--- config.mk ---
export PLATFORM = sky130hd
export DESIGN_NAME = multicycle_control_fsm
export DESIGN_NICKNAME = d
export VERILOG_FILES = /design/src/rtl/multicycle_control_fsm_pkg.sv /design/src/rtl/multicycle_ctrl_decode.sv /design/src/rtl/multicycle_control_fsm.sv
export SDC_FILE = /design/constraint.sdc
export NUM_CORES = 1
export LEC_CHECK = 0
export ABC_AREA = 1
export BUFFER_PORTS_ARGS = -buffer_cell sky130_fd_sc_hd__buf_2
export CAP_MARGIN = 20
export CORE_ASPECT_RATIO = 1.1
export CORE_MARGIN = 5
export CORE_UTILIZATION = 45
export DETAILED_ROUTE_END_ITERATION = 10
export GPL_ROUTABILITY_DRIVEN = 0
export MAX_ROUTING_LAYER = met4
export PLACE_DENSITY = 0.67
export SYNTH_ARGS = -nofsm -noshare
export SYNTH_HDL_FRONTEND = slang
export SYNTH_SLANG_ARGS = --single-unit
--- constraint.sdc ---
create_clock -name clk -period 2.4 [get_ports clk]
set_input_delay 0.48 -clock clk [delete_from_list [all_inputs] [get_ports clk]]
set_output_delay 0.48 -clock clk [all_outputs]
set_load 0.01 [all_outputs]
--- src/rtl/multicycle_control_fsm_pkg.sv ---
// Shared encodings and the control-word layout for the multi-cycle RV32I sequencer.
package multicycle_control_fsm_pkg;

  localparam int unsigned STATE_W = 4;
  localparam int unsigned OPC_W   = 7;

  typedef enum logic [STATE_W-1:0] {
    S_FETCH  = 4'd0,
    S_DECODE = 4'd1,
    S_MEMADR = 4'd2,
    S_MEMRD  = 4'd3,
    S_MEMWB  = 4'd4,
    S_MEMWR  = 4'd5,
    S_EXEC   = 4'd6,
    S_ALUWB  = 4'd7,
    S_BEQ    = 4'd8,
    S_HALT   = 4'd9
  } state_e;

  localparam logic [OPC_W-1:0] OP_RTYPE  = 7'b0110011;
  localparam logic [OPC_W-1:0] OP_LOAD   = 7'b0000011;
  localparam logic [OPC_W-1:0] OP_STORE  = 7'b0100011;
  localparam logic [OPC_W-1:0] OP_BRANCH = 7'b1100011;

  localparam logic [1:0] ALUOP_ADD   = 2'b00;
  localparam logic [1:0] ALUOP_SUB   = 2'b01;
  localparam logic [1:0] ALUOP_FUNCT = 2'b10;

  localparam logic [1:0] SRCA_PC    = 2'b00;
  localparam logic [1:0] SRCA_OLDPC = 2'b01;
  localparam logic [1:0] SRCA_RS1   = 2'b10;

  localparam logic [1:0] SRCB_RS2  = 2'b00;
  localparam logic [1:0] SRCB_FOUR = 2'b01;
  localparam logic [1:0] SRCB_IMM  = 2'b10;

  typedef struct packed {
    logic       pc_write;
    logic       iord;
    logic       mem_read;
    logic       mem_write;
    logic       ir_write;
    logic       mem_to_reg;
    logic       reg_write;
    logic [1:0] alu_src_a;
    logic [1:0] alu_src_b;
    logic [1:0] alu_op;
    logic       pc_source;
    logic       halted;
  } ctrl_t;

endpackage

--- src/rtl/multicycle_ctrl_decode.sv ---
// Combinational map from the current step (plus handshake/zero/reset) to the datapath control word.
module multicycle_ctrl_decode
  import multicycle_control_fsm_pkg::*;
(
  input  state_e i_state,
  input  logic   i_mem_ready,
  input  logic   i_zero,
  input  logic   i_reset,
  output ctrl_t  o_ctrl
);

  always_comb begin
    o_ctrl = '0;
    // Reset silences every strobe so an aborted instruction leaves no side effects.
    if (!i_reset) begin
      case (i_state)
        S_FETCH: begin
          o_ctrl.mem_read  = 1'b1;
          o_ctrl.alu_src_a = SRCA_PC;
          o_ctrl.alu_src_b = SRCB_FOUR;
          o_ctrl.alu_op    = ALUOP_ADD;
          o_ctrl.ir_write  = i_mem_ready;
          o_ctrl.pc_write  = i_mem_ready;
        end
        S_DECODE: begin
          o_ctrl.alu_src_a = SRCA_OLDPC;
          o_ctrl.alu_src_b = SRCB_IMM;
          o_ctrl.alu_op    = ALUOP_ADD;
        end
        S_MEMADR: begin
          o_ctrl.alu_src_a = SRCA_RS1;
          o_ctrl.alu_src_b = SRCB_IMM;
          o_ctrl.alu_op    = ALUOP_ADD;
        end
        S_MEMRD: begin
          o_ctrl.iord     = 1'b1;
          o_ctrl.mem_read = 1'b1;
        end
        S_MEMWB: begin
          o_ctrl.reg_write  = 1'b1;
          o_ctrl.mem_to_reg = 1'b1;
        end
        S_MEMWR: begin
          o_ctrl.iord      = 1'b1;
          o_ctrl.mem_write = 1'b1;
        end
        S_EXEC: begin
          o_ctrl.alu_src_a = SRCA_RS1;
          o_ctrl.alu_src_b = SRCB_RS2;
          o_ctrl.alu_op    = ALUOP_FUNCT;
        end
        S_ALUWB: begin
          o_ctrl.reg_write = 1'b1;
        end
        S_BEQ: begin
          o_ctrl.alu_src_a = SRCA_RS1;
          o_ctrl.alu_src_b = SRCB_RS2;
          o_ctrl.alu_op    = ALUOP_SUB;
          o_ctrl.pc_source = 1'b1;
          o_ctrl.pc_write  = i_zero;
        end
        S_HALT: begin
          o_ctrl.halted = 1'b1;
        end
        default: o_ctrl = '0;
      endcase
    end
  end

endmodule

--- src/rtl/multicycle_control_fsm.sv ---
// Multi-cycle RV32I sequencer: state register, opcode-driven next-state logic and retire counter.
module multicycle_control_fsm
  import multicycle_control_fsm_pkg::*;
#(
  parameter int unsigned CNT_WIDTH = 32
) (
  input  logic                 clk,
  input  logic                 reset,
  input  logic [6:0]           opcode,
  input  logic                 zero,
  input  logic                 mem_ready,
  output logic                 PCWrite,
  output logic                 IorD,
  output logic                 MemRead,
  output logic                 MemWrite,
  output logic                 IRWrite,
  output logic                 MemtoReg,
  output logic                 RegWrite,
  output logic [1:0]           ALUSrcA,
  output logic [1:0]           ALUSrcB,
  output logic [1:0]           ALUOp,
  output logic                 PCSource,
  output logic                 halted,
  output logic [3:0]           state,
  output logic [CNT_WIDTH-1:0] instr_count
);

  state_e               r_state;
  logic [CNT_WIDTH-1:0] r_count;
  ctrl_t                w_ctrl;
  logic                 w_retire;

  // An instruction retires on the edge that leaves its final step.
  assign w_retire = (r_state == S_MEMWB) || (r_state == S_ALUWB) || (r_state == S_BEQ) ||
                    ((r_state == S_MEMWR) && mem_ready);

  always_ff @(posedge clk or posedge reset) begin
    if (reset) begin
      r_state <= S_FETCH;
      r_count <= '0;
    end else begin
      if (w_retire) r_count <= r_count + CNT_WIDTH'(1);
      case (r_state)
        S_FETCH:  if (mem_ready) r_state <= S_DECODE;
        S_DECODE: begin
          case (opcode)
            OP_RTYPE:          r_state <= S_EXEC;
            OP_LOAD, OP_STORE: r_state <= S_MEMADR;
            OP_BRANCH:         r_state <= S_BEQ;
            default:           r_state <= S_HALT;
          endcase
        end
        S_MEMADR: begin
          case (opcode)
            OP_LOAD:  r_state <= S_MEMRD;
            OP_STORE: r_state <= S_MEMWR;
            default:  r_state <= S_HALT;
          endcase
        end
        S_MEMRD:  if (mem_ready) r_state <= S_MEMWB;
        S_MEMWB:  r_state <= S_FETCH;
        S_MEMWR:  if (mem_ready) r_state <= S_FETCH;
        S_EXEC:   r_state <= S_ALUWB;
        S_ALUWB:  r_state <= S_FETCH;
        S_BEQ:    r_state <= S_FETCH;
        S_HALT:   r_state <= S_HALT;
        default:  r_state <= S_HALT;
      endcase
    end
  end

  multicycle_ctrl_decode u_decode (
    .i_state     (r_state),
    .i_mem_ready (mem_ready),
    .i_zero      (zero),
    .i_reset     (reset),
    .o_ctrl      (w_ctrl)
  );

  assign PCWrite     = w_ctrl.pc_write;
  assign IorD        = w_ctrl.iord;
  assign MemRead     = w_ctrl.mem_read;
  assign MemWrite    = w_ctrl.mem_write;
  assign IRWrite     = w_ctrl.ir_write;
  assign MemtoReg    = w_ctrl.mem_to_reg;
  assign RegWrite    = w_ctrl.reg_write;
  assign ALUSrcA     = w_ctrl.alu_src_a;
  assign ALUSrcB     = w_ctrl.alu_src_b;
  assign ALUOp       = w_ctrl.alu_op;
  assign PCSource    = w_ctrl.pc_source;
  assign halted      = w_ctrl.halted;
  assign state       = r_state;
  assign instr_count = r_count;

endmodule

==> implementation parameters, run 1 <==
Parameter                              Value

Run status
  Status ... finished, final reports clean

Final layout
  Antenna diode count ... 0
  Layout fillers ... 606
  Area delta synth->final ... 18.9%
  Share of layout cells above drive strength 1 ... between 10% and 20%
  Final core occ ... 54.5%
  Net total in the final layout ... around 470

Timing
  Total Negative Setup Slacks ... 0 ns
  Min cycle time layout ... 2.05 ns
  Layout Skew ... slightly above 0.007 ns
  Unrepaired setup endpoints after global routing ... no
  Max-slew violation count ... 0
  Fraction of the cycle the final worst path needs ... 85.5%
  Count of endpoints failing hold in the final timing report ... 0
  Fmax achieved ... 487 MHz
  Transition time at the pin with the least slew margin ... 0.443 ns
  Number of setup violations in the final report ... 0
  Max-Slew Margin vs Limit ... 70.4%

Clock network
  Clock sink total ... 36
  Post-CTS Hold Fix Bufs ... 0
  Number of buffers added for setup after CTS ... 0
  # H-tree levels ... 2
  Clock root buffer ... sky130_fd_sc_hd__clkbuf_8
  Source-to-sink clock delay at the later pin of the worst-skew pair ... 0.29 ns
  CTS tree ... built
  Number of buffers created by CTS ... 5
  Clock slew at reported path FFs ... 0.07 ns
  Maximum root-to-sink buffer count ... 2
  CTS-repair resized insts ... 0

Synthesis
  Cell types occupying the most area after synthesis ... sky130_fd_sc_hd__dfrtp_1 37%, sky130_fd_sc_hd__nand2_1 26%, sky130_fd_sc_hd__nor2_1 11%
  Warnings, synthesis ... 0
  Netlist area before placement ... approximately 2400 sq um
  Fraction of registers with async set/reset ... 100%
  Sequential element share of the synthesized area ... between 30% and 40%
  Post-synthesis cell type count ... 26
  Mapped Cells ... 390
  Syn avg cell area ... 6.26 sq um
  Post-synth EDFFs ... 0
  Biggest area consumer among synthesized cells ... sky130_fd_sc_hd__dfrtp_1
  Area share of the leading cell type in the synthesized netlist ... between 30% and 40%
  #FFs+latches synth ... 36
  Net count after synthesis ... 402
  Main synth FF type ... sky130_fd_sc_hd__dfrtp_1

Place
  Number of input and output port buffers inserted ... 61
  Post-detailed-placement half-perimeter wirelength ... 4960 um

Die
  I/O pins ... 62
  Area of the die ... 7000 sq um
  Die Ht ... 87.3 um
  Die X-Extent ... approximately 80 um
  Number of rows in the core area ... 28
  Placeable core area ... 5330 sq um
  Starting utilization of the core area ... 45.9%

Routing
  Vias per cell ... 4.84
  Drt initial violations ... 125
  DR pass1 iterations ... 5
  Vias after detailed routing ... between 2000 and 3000
  Final Routed Wirelength ... 6250 um
  Remaining design rule violation count ... 0
  Count of antenna-violating nets left after detailed routing ... 0
  Avg WL per Cell ... 11.8 um

Global route
  GRT Total Usage ... roughly a fifth
  Initial antenna violation count ... 0
  Vias in the first global route ... ~2400
  Global-route wire length before repair ... between 10000 and 15000 um
  Grt total ovfl ... 0
  Largest net degree at the start of global routing ... 35

Critical path
  Startpoint type of the worst setup path ... flip-flop
  CP Max Fanout ... 6
  Type of the worst setup path ... flip-flop to output port
  Endpoint type of the worst setup path ... output port
  Arrival time of the worst setup path ... 1.57 ns
  Req. time, crit path ... 1.92 ns

Run
  Number of max-capacitance violations reported ... 0

Hold path
  Worst Hold Class ... input pin to async pin

Pwr
  IR Drop Worst-Case VDD ... between 150 and 200 uV
  Total power density per cell area ... 374 nW/um^2
  Leakage power total ... between 1 and 1.5 nW
==> final timing paths <==
kind | end | depth (start not counted) | slack (ns) | start
hold / removal | state[3] | 2 | 0.17 | reset
max in group asynchronous | instr_count[16] | 3 | 1.54 | reset
setup / recovery | ALUSrcA[1] | 6 | 0.35 | state[3]
hold reg to reg | instr_count[9] | 1 | 0.51 | instr_count[9]
min in group clk | state[0] | 3 | 0.48 | mem_ready
setup reg to reg | instr_count[31] | 8 | 0.58 | state[0]
==> power by group <==
part	total, mW	internal (mW)	switching (mW)	leakage [nW]
Clock	0.446	0.234	0.212	0.0455
Combinational	0.0337	0.00962	0.0241	0.947
Sequential	0.606	0.606	0	0.482
==> critical path, stage by stage (launching register included) <==
cell,delay [ns]
sky130_fd_sc_hd__dfrtp_1,0.43
sky130_fd_sc_hd__inv_2,0.13
sky130_fd_sc_hd__nand2_2,0.12
sky130_fd_sc_hd__nor2_1,0.22
sky130_fd_sc_hd__o21ai_0,0.13
sky130_fd_sc_hd__o21ai_0,0.09
sky130_fd_sc_hd__buf_2,0.16
==> metal layers <==
metal	wire, um	global-route usage, %	vias up
li1	-	-	1334
met1	2900	24.8	1143
met2	2940	31.6	79
met3	309	3.52	11
met4	102	6.14	0
met5	0	-	-
==> state kept, by name, indices dropped and copies added, names as in the netlist <==
signal       cells
instr_count     32
state            4
==> through the flow <==
step	cell area, sq um	hold WS [ns]	worst slack (ns)	instances	total power [mW]
floorplan	2440	0.542	0.0985	390	0.636
CTS	2900	0.153	0.371	530	1.10
global placement	2810	0.479	0.611	522	0.652
finish	2900	0.167	0.347	530	1.09
global route	2900	0.171	0.192	530	1.14
detailed placement	2810	0.467	0.576	522	0.653
==> placed cells by master (no fill, tap or decap), types with 2 or more instances in the layout <==
cell type	netlist	layout
sky130_fd_sc_hd__inv_1	37	37
sky130_fd_sc_hd__nand2_1	167	167
sky130_fd_sc_hd__xor2_1	4	4
sky130_fd_sc_hd__nand3_1	25	25
sky130_fd_sc_hd__xnor2_1	10	10
sky130_fd_sc_hd__buf_2	1	61
sky130_fd_sc_hd__dfrtp_1	36	36
sky130_fd_sc_hd__clkbuf_1	1	2
sky130_fd_sc_hd__nand2_2	3	3
sky130_fd_sc_hd__clkbuf_8	0	6
sky130_fd_sc_hd__nor3_1	5	5
sky130_fd_sc_hd__nor2_1	73	73
sky130_fd_sc_hd__nand3b_1	3	3
sky130_fd_sc_hd__o21ai_0	8	8
sky130_fd_sc_hd__nand4_1	4	4
==> synth_stat cells (2+ instances only) <==
library cell / instances
sky130_fd_sc_hd__nand2_2: 3
sky130_fd_sc_hd__o21ai_0: 8
sky130_fd_sc_hd__xnor2_1: 10
sky130_fd_sc_hd__nor3_1: 5
sky130_fd_sc_hd__xor2_1: 4
sky130_fd_sc_hd__inv_1: 37
sky130_fd_sc_hd__buf_4: 2
sky130_fd_sc_hd__nand3_1: 25
sky130_fd_sc_hd__nand3b_1: 3
sky130_fd_sc_hd__nand2_1: 167
sky130_fd_sc_hd__nand4_1: 4
sky130_fd_sc_hd__nor2_1: 73
sky130_fd_sc_hd__dfrtp_1: 36
==> final cells by class <==
cell class                 count  area (sq um)  share of cell area, %
timing repair buffer          62           313                   10.8
multi-input combinational    311          1360                   47.0
tap                           75          93.8                   3.23
inverter                      38           143                   4.91
clock buffer                   8          90.1                   3.10
sequential                    36           901                   31.0
==> cell families after synthesis <==
group / count (synthesis) / synth area share (%)
buf+inv: 43 / 7.27
fa+ha+maj: 1 / 0.512
xor+xnor: 14 / 5.02
simple gates: 284 / 47.6
flops: 36 / 36.9
compound gates: 12 / 2.66
Power figures use the tool's default switching activity.
==> inputs of run 2 (changes only) <==
CELL_PAD_IN_SITES_DETAIL_PLACEMENT = 1   (was unset)
CELL_PAD_IN_SITES_GLOBAL_PLACEMENT = 2   (was unset)
CORE_UTILIZATION = 27   (was 45)
PLACE_DENSITY = 0.76   (was 0.67)
TNS_END_PERCENT = 30   (was unset)
==> run 2 against run 1 <==
Critical path depth unchanged. Hold slack improved by 0.021 ns. Core utilization decreased by 21 points. Critical endpoint unchanged. Largest power group unchanged.
==> implementation parameters, run 2 (synthesis gave the netlist of run 1 again) <==
Parameter                              Value

Final layout
  Area delta synth->final ... 21.2% (was 18.9%)
  Leading cell type in the layout, fill and taps excluded ... sky130_fd_sc_hd__nand2_1 (unchanged)
  Number of flip-flops in the largest register ... 32 (unchanged)
  Most used cells in the layout excluding fill and tap cells ... 167 x sky130_fd_sc_hd__nand2_1, 73 x sky130_fd_sc_hd__nor2_1, 61 x sky130_fd_sc_hd__buf_2 (unchanged)
  Share of layout cells above drive strength 1 ... 16.9% (was 16.7%)
  Layout fillers ... 1199 (was 606)
  Finished Cell Area ... 2960 sq um (was 2900 sq um)
  Total area of sequential cells ... 901 sq um (unchanged)
  Net total in the final layout ... 467 (was 466)
  Multi-input gate area in the final layout ... 1360 sq um (unchanged)
  Antenna diode count ... 0 (unchanged)

Routing
  Routed wl met2 ... 3780 um (was 2940 um)
  Count of antenna-violating nets left after detailed routing ... 0 (unchanged)
  Vias after detailed routing ... 2565 (was 2567)
  Final Routed Wirelength ... 7740 um (was 6250 um)
  Remaining design rule violation count ... 0 (unchanged)
  Metal1 wirelength ... 3690 um (was 2900 um)
  Vias per cell ... 4.50 (was 4.84)
  DR pass1 iterations ... 4 (was 5)
  Drt initial violations ... 50 (was 125)
  Max Used Layer ... met4 (unchanged)
  Met3 WL ... 181 um (was 309 um)
  Avg WL per Cell ... 13.6 um (was 11.8 um)

Run status
  Status ... finished, final reports clean (unchanged)

Place
  Worst slack at placement ... 0.439 ns (was 0.576 ns)
  Post-detailed-placement half-perimeter wirelength ... 6330 um (was 4960 um)
  Number of input and output port buffers inserted ... 61 (unchanged)
  Post-Place Cell Area ... 2870 sq um (was 2810 sq um)

Timing
  Fmax achieved ... 480 MHz (was 487 MHz)
  Count of endpoints failing hold in the final timing report ... 0 (unchanged)
  Unrepaired setup endpoints after global routing ... no (unchanged)
  Worst Hold Slack ... 0.187 ns (was 0.167 ns)
  Min cycle time layout ... 2.08 ns (was 2.05 ns)
  Total Negative Setup Slacks ... 0 ns (unchanged)
  Max-slew violation count ... 0 (unchanged)
  Layout Skew ... 0.00880 ns (was 0.00718 ns)
  Final worst slack ... 0.317 ns (was 0.347 ns)
  Transition time at the pin with the least slew margin ... 0.432 ns (was 0.443 ns)
  Max-Slew Margin vs Limit ... 71.2% (was 70.4%)
  Number of setup violations in the final report ... 0 (unchanged)
  Fraction of the cycle the final worst path needs ... 86.8% (was 85.5%)

Die
  Die X-Extent ... 101 um (was 80.2 um)
  Placeable core area ... 8870 sq um (was 5330 sq um)
  I/O pins ... 62 (unchanged)
  Starting utilization of the core area ... 27.5% (was 45.9%)
  Area of the die ... 11000 sq um (was 7000 sq um)
  Die Ht ... 110 um (was 87.3 um)
  Number of rows in the core area ... 36 (was 28)

Pwr
  Total power density per cell area ... 375 nW/um^2 (was 374 nW/um^2)
  Leakage power total ... 1.48 nW (was 1.47 nW)
  Portion of total power attributed to combinational logic ... 3.2% (was 3.1%)
  IR Drop Worst-Case VDD ... 142 uV (was 198 uV)
  Switching part of the total power ... 23.4% (was 21.7%)
  Clock network fraction of total power ... 42.3% (was 41.1%)
  Net load switching power ... 0.260 mW (was 0.236 mW)
  Pwr Total ... 1.11 mW (was 1.09 mW)
  Design internal power ... 0.851 mW (was 0.850 mW)
  Fraction of power consumed by sequential logic ... 54.5% (was 55.8%)

Critical path
  Req. time, crit path ... 1.92 ns (about the same)
  Arrival time of the worst setup path ... 1.60 ns (was 1.57 ns)
  CP Max Fanout ... 7 (was 6)
  Startpoint type of the worst setup path ... flip-flop (unchanged)
  Worst-case register-to-register setup slack ... 0.46 ns (was 0.58 ns)
  Type of the worst setup path ... flip-flop to output port (unchanged)
  Endpoint type of the worst setup path ... output port (unchanged)

Global route
  Global-route wire length before repair ... 13000 um (was 10500 um)
  Initial antenna violation count ... 0 (unchanged)
  Largest net degree at the start of global routing ... 35 (unchanged)
  Grt total ovfl ... 0 (unchanged)
  Vias in the first global route ... 2572 (was 2361)
  GRT Total Usage ... 15.1% (was 19.5%)

Clock network
  Number of buffers added for setup after CTS ... 0 (unchanged)
  Maximum root-to-sink buffer count ... 2 (unchanged)
  Source-to-sink clock delay at the later pin of the worst-skew pair ... 0.29 ns (about the same)
  CTS tree ... built (unchanged)
  # H-tree levels ... 2 (unchanged)
  Clock slew at reported path FFs ... 0.07 ns (about the same)
  Clock root buffer ... sky130_fd_sc_hd__clkbuf_8 (unchanged)
  Number of buffers created by CTS ... 5 (unchanged)
  Clock sink total ... 36 (unchanged)
  CTS-repair resized insts ... 0 (unchanged)
  Post-CTS Hold Fix Bufs ... 0 (unchanged)

Hold path
  Worst Hold Class ... input pin to async pin (unchanged)

Run
  Number of max-capacitance violations reported ... 0 (unchanged)
run 2: cell count changes in the layout (fill, tap and decap cells not counted), sizes merged:
cell  change
buf       +1
run 2: critical path, stage by stage (launching register included):
cell and delay (ns):
sky130_fd_sc_hd__dfrtp_1 0.45, sky130_fd_sc_hd__inv_1 0.12, sky130_fd_sc_hd__nand2_1 0.13, sky130_fd_sc_hd__nor2_1 0.25
sky130_fd_sc_hd__o21ai_0 0.10, sky130_fd_sc_hd__o21ai_0 0.10, sky130_fd_sc_hd__buf_2 0.16
run 2: metrics by stage:
step | util [%] | std cells
after global placement | 32.3 | 562
after floorplan | - | 390
after detailed placement | 32.3 | 562
after global routing | 33.4 | 570
final | 33.4 | 570
after CTS | 33.4 | 570
run 2: layout make-up:
cell class	instances	share of cell area [%]
Timing Repair Buffer	63	10.8
Tap cell	114	4.82
Inverter	38	4.82
Multi-Input combinational cell	311	46.1
Clock buffer	8	3.04
Sequential cell	36	30.4
run 2: per-layer routing:
layer  vias up  global-route usage (%)
met5         -                       -
met4         0                    3.85
met3         8                    1.78
met2        34                    25.5
met1      1198                    19.2
li1       1325                       -
run 2: power by group through the flow:
stage / Clock (mW) / Sequential, mW / Combinational, mW
5_1_grt: 0.510 / 0.606 / 0.0420
2_1_floorplan: 0 / 0.618 / 0.0176
4_1_cts: 0.493 / 0.606 / 0.0381
6_report: 0.470 / 0.606 / 0.0358
3_3_place_gp: 0 / 0.618 / 0.0368
3_5_place_dp: 0 / 0.618 / 0.0381
run 2: worst paths after layout:
| check | start | end | cells past startpoint |
|---|---|---|---|
| setup reg to reg | state[0] | instr_count[24] | 8 |
| max in group asynchronous | reset | instr_count[29] | 3 |
| setup / recovery | state[0] | ALUSrcA[1] | 6 |
| hold reg to reg | instr_count[9] | instr_count[9] | 1 |
| min in group clk | mem_ready | state[0] | 3 |
| hold / removal | reset | instr_count[1] | 2 |
